File: config.mk
export PLATFORM = sky130hd
export DESIGN_NAME = seq_mult
export DESIGN_NICKNAME = d
export VERILOG_FILES = /design/src/rtl/mult_pkg.sv /design/src/rtl/add_n.sv /design/src/rtl/seq_mult.sv
export SDC_FILE = /design/constraint.sdc
export NUM_CORES = 1
export LEC_CHECK = 0
export CAP_MARGIN = 0
export CORE_ASPECT_RATIO = 1.75
export CORE_MARGIN = 4
export CORE_UTILIZATION = 40
export CTS_BUF_LIST = sky130_fd_sc_hd__clkbuf_4 sky130_fd_sc_hd__clkbuf_8 sky130_fd_sc_hd__clkbuf_16
export CTS_CLUSTER_DIAMETER = 100
export DETAILED_ROUTE_END_ITERATION = 8
export PLACE_DENSITY = 0.64
export SETUP_SLACK_MARGIN = 0.3
export SYNTH_ARGS = -nofsm -noshare
export SYNTH_HDL_FRONTEND = slang
export SYNTH_HIERARCHICAL = 1
export SYNTH_SLANG_ARGS = --single-unit
File: constraint.sdc
create_clock -name clk -period 3.8 [get_ports clk]
set_input_delay 0.76 -clock clk [delete_from_list [all_inputs] [get_ports clk]]
set_output_delay 0.76 -clock clk [all_outputs]
set_load 0.02 [all_outputs]
File: src/rtl/mult_pkg.sv
// Shared definitions for the sequential arithmetic blocks.
// Holds the controller state encoding and the counter-width helper.
package mult_pkg;

  localparam logic [1:0] ST_IDLE = 2'd0;
  localparam logic [1:0] ST_CALC = 2'd1;
  localparam logic [1:0] ST_FIX  = 2'd2;
  localparam logic [1:0] ST_DONE = 2'd3;

  typedef enum logic [1:0] {
    IDLE = ST_IDLE,
    CALC = ST_CALC,
    FIX  = ST_FIX,
    DONE = ST_DONE
  } state_t;

  // Bits needed to count 0..v-1; never less than 1.
  function automatic int unsigned clog2(input int unsigned v);
    int unsigned r;
    int unsigned x;
    r = 0;
    x = (v > 1) ? v - 1 : 1;
    while (x > 0) begin
      r = r + 1;
      x = x >> 1;
    end
    return r;
  endfunction

endpackage

File: src/rtl/add_n.sv
// WIDTH-bit adder with carry in/out; the structure is left to synthesis.
// It is the parametrised form of the 8-bit prefix adder.
module add_n #(
  parameter int unsigned WIDTH = 8
) (
  input  logic [WIDTH-1:0] a,
  input  logic [WIDTH-1:0] b,
  input  logic             cin,
  output logic [WIDTH-1:0] sum,
  output logic             cout
);

  assign {cout, sum} = {1'b0, a} + {1'b0, b} + (WIDTH + 1)'(cin);

endmodule

File: src/rtl/seq_mult.sv
// Sequential shift-add multiplier: one partial product per clock, start/done handshake.
// Signed operands are multiplied as magnitudes and the sign is applied in FIX.
module seq_mult
  import mult_pkg::*;
#(
  parameter int unsigned WIDTH = 8
) (
  input  logic               clk,
  input  logic               reset,
  input  logic               start,
  input  logic               is_signed,
  input  logic [WIDTH-1:0]   a,
  input  logic [WIDTH-1:0]   b,
  output logic               busy,
  output logic               done,
  output logic [2*WIDTH-1:0] y
);

  localparam int unsigned PW = 2 * WIDTH;
  localparam int unsigned CW = clog2(WIDTH);

  state_t           state;
  logic [PW-1:0]    mcand;
  logic [PW-1:0]    acc;
  logic [WIDTH-1:0] mplier;
  logic [CW-1:0]    cnt;
  logic             neg;

  logic [WIDTH-1:0] abs_a;
  logic [WIDTH-1:0] abs_b;
  logic [PW-1:0]    add_a;
  logic [PW-1:0]    add_b;
  logic             add_cin;
  logic [PW-1:0]    add_sum;
  logic             unused_cout;

  // The most-negative operand maps to 2^(WIDTH-1), which still fits unsigned.
  assign abs_a = (is_signed && a[WIDTH-1]) ? (~a + WIDTH'(1)) : a;
  assign abs_b = (is_signed && b[WIDTH-1]) ? (~b + WIDTH'(1)) : b;

  // One adder serves both the accumulate step and the final two's-complement negate.
  always_comb begin
    add_a   = acc;
    add_b   = mplier[0] ? mcand : '0;
    add_cin = 1'b0;
    if (state == FIX) begin
      add_a   = ~acc;
      add_b   = '0;
      add_cin = 1'b1;
    end
  end

  add_n #(
    .WIDTH(PW)
  ) u_add (
    .a   (add_a),
    .b   (add_b),
    .cin (add_cin),
    .sum (add_sum),
    .cout(unused_cout)
  );

  always_ff @(posedge clk) begin
    if (reset) begin
      state  <= IDLE;
      busy   <= 1'b0;
      done   <= 1'b0;
      y      <= '0;
      mcand  <= '0;
      acc    <= '0;
      mplier <= '0;
      cnt    <= '0;
      neg    <= 1'b0;
    end else begin
      done <= 1'b0;
      case (state)
        IDLE, DONE: begin
          if (start) begin
            mcand  <= PW'(abs_a);
            mplier <= abs_b;
            neg    <= is_signed & (a[WIDTH-1] ^ b[WIDTH-1]);
            acc    <= '0;
            cnt    <= '0;
            busy   <= 1'b1;
            state  <= CALC;
          end else begin
            state <= IDLE;
          end
        end
        CALC: begin
          acc    <= add_sum;
          mcand  <= mcand << 1;
          mplier <= mplier >> 1;
          cnt    <= cnt + 1'b1;
          if (cnt == CW'(WIDTH - 1)) state <= FIX;
        end
        FIX: begin
          y     <= neg ? add_sum : acc;
          busy  <= 1'b0;
          done  <= 1'b1;
          state <= DONE;
        end
        default: state <= IDLE;
      endcase
    end
  end

endmodule

==> results.toml <==
[outcome]
status = "complete, no violations"

[placed_design]
io_buffers = 37
dp.cells = 593
gp_congestion = 0.8733
hpwl_mm = 6.160

[grt]
antenna_found_initial = 0
grt_pass1_vias = 3321
grt_overflow = 0
grt_pass1_wl_mm = 14.80
track_usage = 0.1644
grt_max_degree = 45

[final_layout]
areaGrowthSynthToFinish_pct = 18.34
fin_cells = 606
antenna_cells = 0
finalNetCount = 525
drive_above_1_share = 0.08884
fillers = 919

[timing]
hold_viol = 0
setup_viol = 0
max_slew_margin = 0.2965
fmax_ghz = 0.3029
finalCriticalPeriod_ns = 3.302
fin_crit_sh = 0.8688
setup_tns_ns = 0
finClkSkew_ns = 0.005144
rsz0062_at_grt = "false"
maxSlewViolCount = 0
tightest_slew_ns = 1.054

[drt]
drtIter0Drc = 116
totalWireLength_mm = 8.576
drc_errors = 0
vias = 3246
top_layer = "met4"
route.met2.wl_mm = 4.494
drt_pass1_iterations = 5
routed-wl-met3_um = 273
post_drt_wl_per_cell_um = 14.15
met1Wirelength_mm = 3.523
vias_per_cell = 5.356
ant_nets = 0

[die]
die_height_um = 138.1
rows = 47
die-area_sq_mm = 0.01137
die-width_um = 82.34
boundaryPins = 38
core-area_sq_mm = 0.009468
initial_core_util = 0.4086

[run]
max_cap_viol_count = 0

[synth]
ys_warn_count = 6
synth_nets = 501
syn-cell-area_sq_mm = 0.003869
syn_area_per_cell_sq_um = 8.447
synth_cells = 458

[min_path]
worstHoldPathCells = 2
hp-start = "mcand[15]"
hold_class = "flop to flop"
hold_path_end = "mcand[15]"

[worst_setup_path]
r2r_start = "state[0]"
worstPathArrival_ns = 3.54
crit_fanout = 4
start_kind = "flop"
reg2reg_depth = 14
crit_type = "flop to flop"
required_ns = 4.04
timing.reg2reg.setup_slack_ns = 0.50
worstSetupEndpointType = "flop"
r2r-end = "y[10]"

[power]
power_density_mw_per_mm2 = 668.6
irDropWorstVdd_uv = 400.9
p_total_mw = 3.061
p_leak_nw = 1.753

[clocking]
cts_buffer_depth = 2
cts_tree = "built"
numCtsBuffers = 9
post_cts_buffers = 0
htreeDepth = 3
cts_root_buf = "clkbuf_16"
cts_num_sinks = 64
insertion_delay_ns = 0.33
clk_pin_slew_ns = 0.05
==> sequential cells by signal, summed over array words and instances (netlist names) <==
| signal | count |
|---|---|
| acc | 16 |
| mcand | 16 |
| y | 16 |
| mplier | 8 |
| cnt | 3 |
| state | 2 |
| busy | 1 |
| done | 1 |
| neg | 1 |
==> worst max-delay path by stage <==
stage | from | to | slack [ns]
3_5_place_dp | state[0] | y[10] | 0.50
6_report | state[0] | y[10] | 0.50
4_1_cts | state[0] | y[10] | 0.48
2_1_floorplan | state[0] | y[10] | 0.40
3_3_place_gp | state[0] | y[10] | 0.58
5_1_grt | state[0] | y[10] | 0.31
==> metal layers <==
layer | track usage | up-vias
met2 | 0.2881 | 62
met5 | 0 | -
li1 | - | 1658
met1 | 0.1760 | 1510
met4 | 0.08844 | 0
met3 | 0.03451 | 16
==> layout by cell type (no fill, tap or decap), types with 9 or more instances in the layout <==
| master | instances |
|---|---|
| a211oi_1 | 22 |
| inv_1 | 15 |
| o21ai_0 | 9 |
| nor2_1 | 34 |
| dfxtp_1 | 64 |
| clkbuf_16 | 9 |
| and2_1 | 16 |
| xnor2_1 | 17 |
| nand2_1 | 40 |
| clkdlybuf4s50_1 | 36 |
| mux2i_1 | 18 |
| a21oi_1 | 48 |
| ha_1 | 20 |
| nand3_1 | 29 |
| xor2_1 | 24 |
==> repair_timing <==
| item | in CTS | in global routing |
|---|---|---|
| endpoints found under the hold margin | 0 | 0 |
| gates resized for setup | 0 | 1 |
| hold buffers | 0 | 0 |
| endpoints found under the setup margin | 0 | 1 |
==> worst max-delay path, stage by stage (launching register included) <==
cell       delay (ns)
dfxtp_1          0.32
inv_1            0.06
ha_2             0.20
nor2b_1          0.06
and2_1           0.16
fa_1             0.44
fa_1             0.44
a21oi_2          0.19
o21ai_2          0.12
a2111oi_4        0.41
o31ai_1          0.11
a21oi_1          0.18
xnor2_1          0.16
mux2i_1          0.10
a211oi_1         0.25
==> per-stage QoR <==
step	setup WS [ns]	hold WS, ns	utilization	cell area [sq um]
final	0.4984	0.4520	0.4835	4578
after global placement	0.5759	0.4376	0.4542	4300
after detailed placement	0.5022	0.4481	0.4542	4300
after floorplan	0.3986	0.4273	-	3869
after global routing	0.3128	0.4749	0.4835	4578
after CTS	0.4849	0.4529	0.4822	4566
==> layout make-up <==
class | instances | area (sq um) | share of cell area
Clock inverter | 1 | 5.005 | 0.001093
Clock buffer | 12 | 260.3 | 0.05685
Multi-Input combinational cell | 349 | 2412 | 0.5269
Inverter | 15 | 56.30 | 0.01230
Timing Repair Buffer | 43 | 410.4 | 0.08964
Sequential cell | 64 | 1281 | 0.2799
Tap cell | 122 | 152.6 | 0.03334
==> power breakdown <==
part | switching [mW] | internal [mW]
Sequential | 0.109 | 0.834
Combinational | 0.835 | 0.550
Clock | 0.262 | 0.470
Total | 1.21 | 1.85
Power figures use the tool's default switching activity.
